File: config.mk
export PLATFORM = sky130hd
export DESIGN_NAME = lc3_execute
export DESIGN_NICKNAME = d
export VERILOG_FILES = /design/src/rtl/lc3_pkg.sv /design/src/rtl/lc3_alu.sv /design/src/rtl/lc3_execute.sv
export SDC_FILE = /design/constraint.sdc
export NUM_CORES = 1
export LEC_CHECK = 0
export ABC_CLOCK_PERIOD_IN_PS = 3700
export CORE_ASPECT_RATIO = 1.1
export CORE_MARGIN = 5
export CORE_UTILIZATION = 33
export CTS_BUF_LIST = sky130_fd_sc_hd__clkbuf_4
export DETAILED_ROUTE_END_ITERATION = 7
export SYNTH_ARGS = -nofsm -noshare
export SYNTH_HDL_FRONTEND = slang
export SYNTH_SLANG_ARGS = --single-unit
File: constraint.sdc
create_clock -name clock -period 3.7 [get_ports clock]
set_input_delay 0.74 -clock clock [delete_from_list [all_inputs] [get_ports clock]]
set_output_delay 0.74 -clock clock [all_outputs]
set_load 0.05 [all_outputs]
File: src/rtl/lc3_pkg.sv
// lc3_pkg: shared definitions for the LC-3 execute slice.
//   - opcode constants (IR[15:12])
//   - E_Control field bit positions
//   - ALU function and writeback-source encodings
package lc3_pkg;

  localparam logic [3:0] OP_BR  = 4'h0;
  localparam logic [3:0] OP_ADD = 4'h1;
  localparam logic [3:0] OP_LD  = 4'h2;
  localparam logic [3:0] OP_ST  = 4'h3;
  localparam logic [3:0] OP_AND = 4'h5;
  localparam logic [3:0] OP_LDR = 4'h6;
  localparam logic [3:0] OP_STR = 4'h7;
  localparam logic [3:0] OP_NOT = 4'h9;
  localparam logic [3:0] OP_LDI = 4'hA;
  localparam logic [3:0] OP_STI = 4'hB;
  localparam logic [3:0] OP_JMP = 4'hC;
  localparam logic [3:0] OP_LEA = 4'hE;

  // E_Control = {alu_control[5:4], pcselect1[3:2], pcselect2[1], op2select[0]}
  localparam int EC_ALU_HI  = 5;
  localparam int EC_ALU_LO  = 4;
  localparam int EC_PCS1_HI = 3;
  localparam int EC_PCS1_LO = 2;
  localparam int EC_PCS2    = 1;
  localparam int EC_OP2SEL  = 0;

  typedef enum logic [1:0] {
    ALU_ADD  = 2'd0,
    ALU_AND  = 2'd1,
    ALU_NOT  = 2'd2,
    ALU_ZERO = 2'd3
  } alu_op_e;

  typedef enum logic [1:0] {
    WB_ALU = 2'd0,
    WB_MEM = 2'd1,
    WB_PC  = 2'd2
  } wb_sel_e;

endpackage

File: src/rtl/lc3_alu.sv
// lc3_alu: combinational 16-bit ALU for the execute stage.
//   a_i, b_i : operands
//   op_i     : function (ADD / AND / NOT a / zero)
//   y_o      : result, ADD wraps modulo 2^16
module lc3_alu
  import lc3_pkg::*;
(
  input  logic [15:0] a_i,
  input  logic [15:0] b_i,
  input  alu_op_e     op_i,
  output logic [15:0] y_o
);

  always_comb begin
    y_o = '0;
    unique case (op_i)
      ALU_ADD:  y_o = a_i + b_i;
      ALU_AND:  y_o = a_i & b_i;
      ALU_NOT:  y_o = ~a_i;
      ALU_ZERO: y_o = '0;
      default:  y_o = '0;
    endcase
  end

endmodule

File: src/rtl/lc3_execute.sv
// lc3_execute: LC-3 execute stage.
//   Resolves operands (ALU bypass > memory bypass > register file), runs the
//   ALU, forms the PC-relative / base+offset address and the branch NZP mask,
//   and registers everything for the memory/writeback stages.
//   Inputs : clock, reset (sync, active-high), enable_execute, E_Control, IR,
//            npc_in, W_Control_in, Mem_Control_in, VSR1/VSR2, bypass_*,
//            Mem_Bypass_Val
//   Outputs: aluout, pcout, M_Data, NZP, dr, W_Control_out, Mem_Control_out,
//            IR_Exec (registered); sr1, sr2 (combinational from IR)
module lc3_execute
  import lc3_pkg::*;
(
  input  logic        clock,
  input  logic        reset,
  input  logic        enable_execute,
  input  logic [5:0]  E_Control,
  input  logic [15:0] IR,
  input  logic [15:0] npc_in,
  input  logic [1:0]  W_Control_in,
  input  logic        Mem_Control_in,
  input  logic [15:0] VSR1,
  input  logic [15:0] VSR2,
  input  logic        bypass_alu_1,
  input  logic        bypass_alu_2,
  input  logic        bypass_mem_1,
  input  logic        bypass_mem_2,
  input  logic [15:0] Mem_Bypass_Val,
  output logic [15:0] aluout,
  output logic [15:0] pcout,
  output logic [15:0] M_Data,
  output logic [2:0]  NZP,
  output logic [2:0]  dr,
  output logic [1:0]  W_Control_out,
  output logic        Mem_Control_out,
  output logic [15:0] IR_Exec,
  output logic [2:0]  sr1,
  output logic [2:0]  sr2
);

  logic [15:0] aluout_q, pcout_q, mdata_q, ir_q;
  logic [2:0]  nzp_q, dr_q;
  logic [1:0]  wctl_q;
  logic        mctl_q;

  logic [3:0]  opcode;
  logic [1:0]  pcs1;
  logic        pcs2, op2sel;
  alu_op_e     alu_op;
  logic [15:0] op1, op2, alu_b, alu_y, addend1, addend2;
  logic [2:0]  nzp_d;

  assign opcode = IR[15:12];
  assign pcs1   = E_Control[EC_PCS1_HI:EC_PCS1_LO];
  assign pcs2   = E_Control[EC_PCS2];
  assign op2sel = E_Control[EC_OP2SEL];
  assign alu_op = alu_op_e'(E_Control[EC_ALU_HI:EC_ALU_LO]);

  // Stores read the data register from the dr field.
  assign sr1 = IR[8:6];
  assign sr2 = (opcode == OP_ST || opcode == OP_STR || opcode == OP_STI) ? IR[11:9] : IR[2:0];

  // ALU bypass reads our own registered result, so a dependent ALU op
  // issued next cycle needs no stall.
  assign op1 = bypass_alu_1 ? aluout_q : (bypass_mem_1 ? Mem_Bypass_Val : VSR1);
  assign op2 = bypass_alu_2 ? aluout_q : (bypass_mem_2 ? Mem_Bypass_Val : VSR2);

  assign alu_b = op2sel ? op2 : {{11{IR[4]}}, IR[4:0]};

  lc3_alu u_alu (
    .a_i (op1),
    .b_i (alu_b),
    .op_i(alu_op),
    .y_o (alu_y)
  );

  always_comb begin
    addend1 = '0;
    unique case (pcs1)
      2'd0:    addend1 = {{5{IR[10]}}, IR[10:0]};
      2'd1:    addend1 = {{7{IR[8]}}, IR[8:0]};
      2'd2:    addend1 = {{10{IR[5]}}, IR[5:0]};
      default: addend1 = '0;
    endcase
  end

  assign addend2 = pcs2 ? npc_in : op1;

  always_comb begin
    nzp_d = 3'b000;
    if (opcode == OP_BR)       nzp_d = IR[11:9];
    else if (opcode == OP_JMP) nzp_d = 3'b111;
  end

  always_ff @(posedge clock) begin
    if (reset) begin
      aluout_q <= '0;
      pcout_q  <= '0;
      mdata_q  <= '0;
      nzp_q    <= '0;
      dr_q     <= '0;
      wctl_q   <= '0;
      mctl_q   <= 1'b0;
      ir_q     <= '0;
    end else if (enable_execute) begin
      aluout_q <= alu_y;
      pcout_q  <= addend1 + addend2;
      mdata_q  <= op2;
      nzp_q    <= nzp_d;
      dr_q     <= IR[11:9];
      wctl_q   <= W_Control_in;
      mctl_q   <= Mem_Control_in;
      ir_q     <= IR;
    end
  end

  assign aluout          = aluout_q;
  assign pcout           = pcout_q;
  assign M_Data          = mdata_q;
  assign NZP             = nzp_q;
  assign dr              = dr_q;
  assign W_Control_out   = wctl_q;
  assign Mem_Control_out = mctl_q;
  assign IR_Exec         = ir_q;

endmodule
==> summary.md <==
| Metric | Value |
|---|---|
| Status | `complete, no violations` |
| Clk buf depth | `2` |
| Final min period | `3.43 ns` |
| Global-route wire length before repair | `29.6 mm` |
| Cells after Synth | `699` |
| # IOs | `175` |
| Crit-path max FO | `3` |
| Synth Area in XOR/XNOR | `4.36%` |
| Clock latency at the later pin of the worst-skew pair | `0.47 ns` |
| Post-Synth Simple-Gate Area | `17.7%` |
| Vias in the first global route | `5740` |
| CTS Root Cell | `clkbuf_4` |
| Number of CTS-inserted buffers | `9` |
| Post-CTS Hold Buffers | `0` |
| Max Cap Viol | `0` |
| Crit path required time | `4.03 ns` |
| H-tree depth | `3` |
| VDD IR max | `0.170 mV` |
| Non-Filler Instances | `1134` |
| Commonest cells post-synth | `98 x nand2_1, 95 x nor2_1, 79 x mux2i_1, 70 x dfxtp_1, 55 x o21ai_0` |
| Skew final | `0.0263 ns` |
| Die ar. | `19100 µm²` |
| I/O Buffers | `174` |
| Largest family of logic cells by synthesized area | `compound AO/OA/AOI/OAI gates` |
| Pleak | `3.56 nW` |
| Initial Utilization | `33.4%` |
| Crit path DAT | `3.76 ns` |
| GP Congestion | `0.873` |
| 1st-iter DRT viols | `233` |
| Dominant cell type by area after synthesis | `dfxtp_1` |
| Row count | `49` |
| Asr flop ratio synth | `0%` |
| Register area share after synthesis | `25.8%` |
| Tcrit/Tclk final | `92.6%` |
| Pin count of the biggest net entering global routing | `44` |
| Cells after DPL | `1118` |
| Detail Placement HPWL | `14.7 mm` |
| Die width | `132 µm` |
| Complex-gate fraction of the synthesized area | `21.4%` |
| Post-synth EDFFs | `0` |
| CP Class | `primary input to flop` |
| Distinct cells, synth | `56` |
| Synth Warn # | `0` |
| Post-route setup slack | `0.274 ns` |
| TritonRoute pass-1 iters | `4` |
| Clk slew on worst S/H paths | `0.13 ns` |
| Most common cell in the netlist | `nand2_1` |
| DRT antenna net count | `0` |
| CP startpoint kind | `primary input` |
| Main flop type after synthesis | `dfxtp_1` |
| Top cell type's share of synthesized area | `25.8%` |
| Vias post-DR | `5687` |
| Total core area | `16200 µm²` |
| Die Span Y | `144 µm` |
| Hold Violations, Final | `0` |
| Share of layout cells above drive strength 1 | `13.9%` |
| Synthesized area per cell | `7.76 µm²` |
| Fin Hold WS | `0.490 ns` |
| Post-CTS Setup Inserts | `0` |
| Drt drc | `0` |
| Drt wl/cell | `16.4 µm` |
| CP Capture Type | `flop` |
| Tot Pwr | `0.00282 W` |
| Fin nets | `1054` |
| Clk sink count | `70` |
| Synth area leaders | `dfxtp_1 26%, mux2i_1 15%, ha_1 7.2%, nand2_1 6.8%, nor2_1 6.6%` |
| Worst R2R Setup Slack | `0.88 ns` |
| Vias per cell | `5.01` |
| DRT Wirelength | `18.6 mm` |
| CTS-repair resized insts | `0` |
| Unrepaired setup endpoints after global routing | `false` |
| Maximum achievable frequency | `0.292 GHz` |
| Synth Area in Adders | `7.89%` |
| Dpl ws | `-0.209 ns` |
| Grt ovf | `0` |
| Post-Syn Nets | `828` |
| GRT Total Usage | `19.2%` |
| P per Cell Area | `350 nW/µm²` |
| Mux cell area share after synthesis | `17.1%` |
| Synth Cell Area | `5420 µm²` |
| TritonCTS clock tree | `built` |
| Worst-margin pin slew | `0.678 ns` |
| Worst hold path type | `flop to flop` |
| # setup viols final | `0` |
| Synth Register Bits | `70` |
| Syn-to-layout area delta | `48.7%` |
| N_diodes | `0` |
| Slew Limit Fails | `0` |
| Slew HR | `54.8%` |
| Initial antenna violation count | `0` |
[registers in the layout, indices dropped and copies added (netlist names)]
name and flops:
aluout 16, NZP 3, M_Data 16, IR_Exec 16
Mem_Control_out 1, pcout 16, W_Control_out 2
[cell usage in the layout, fill, tap and decap left out, types with 4 or more instances in the layout]
cell             count
clkbuf_4            10
nor3_1               8
a211oi_1             6
nand2b_1             7
inv_1               22
buf_4               86
xnor2_1             19
o21a_1               5
dfxtp_1             70
a31oi_1              8
mux2_2              12
clkdlybuf4s50_1    172
a22o_1               7
nor2_1              95
xor2_1               8
and2_1               6
nor2b_1              5
mux2i_1             79
o21ai_0             55
a21oi_1             45
nand2_1             98
a21o_1               9
buf_12               4
ha_1                31
o211ai_1             6
[critical path, cell delays in order]
cell and delay [ns]:
clkdlybuf4s50_1 0.55, mux2i_1 0.19, o21ai_0 0.12, mux2_2 0.29, ha_1 0.22, fa_1 0.45, a211oi_2 0.33, o211ai_1 0.18
a41oi_1 0.33, a21oi_1 0.12, xnor2_1 0.14, o32ai_1 0.08
[path summary, 6_finish.rpt]
kind	start	endpoint	cells past startpoint
hold / removal	pcout[8]	pcout[8]	2
setup reg to reg	aluout[0]	aluout[12]	11
hold reg to reg	pcout[8]	pcout[8]	2
setup / recovery	bypass_mem_2	aluout[12]	12
[per-layer routing]
layer | wire (µm) | global-route usage [%]
met5 | 0 | 0
met4 | 252 | 5.84
met3 | 1070 | 4.77
met2 | 9390 | 34.7
met1 | 7840 | 22.5
[where the power goes]
part / leakage (nW) / total, W / switching [W] / internal (W)
clock: 0.0844 / 0.000595 / 0.000315 / 0.000281
combinational: 2.90 / 0.00137 / 0.000752 / 0.000614
sequential: 0.577 / 0.000861 / 0.0000440 / 0.000817
total: 3.56 / 0.00282 / 0.00111 / 0.00171
[cell families after synthesis]
group                      count (synthesis)
AOI/OAI and AO/OA                        177
xor gates and xnor gates                  27
adders and majority gates                 33
buffers and inverters                     70
DFF                                       70
muxes                                     91
and+or+nand+nor                          231
[through the flow]
step	util (%)	area (µm²)	setup TNS, ns
final	49.6	8060	0
after global routing	49.6	8060	0
after CTS	49.6	8060	0
after detailed placement	48.6	7900	-1.48
after global placement	48.6	7900	-0.948
after floorplan	-	5420	0
[area by class of cell]
cell class,instances,area [µm²]
sequential,70,1400
multi-input combinational,559,3710
timing repair buffer,263,2450
tap,204,255
fill,1617,8180
inverter,22,82.6
clock buffer,10,75.1
clock inverter,6,85.1
Note: power is estimated with default switching activity, not from simulation.
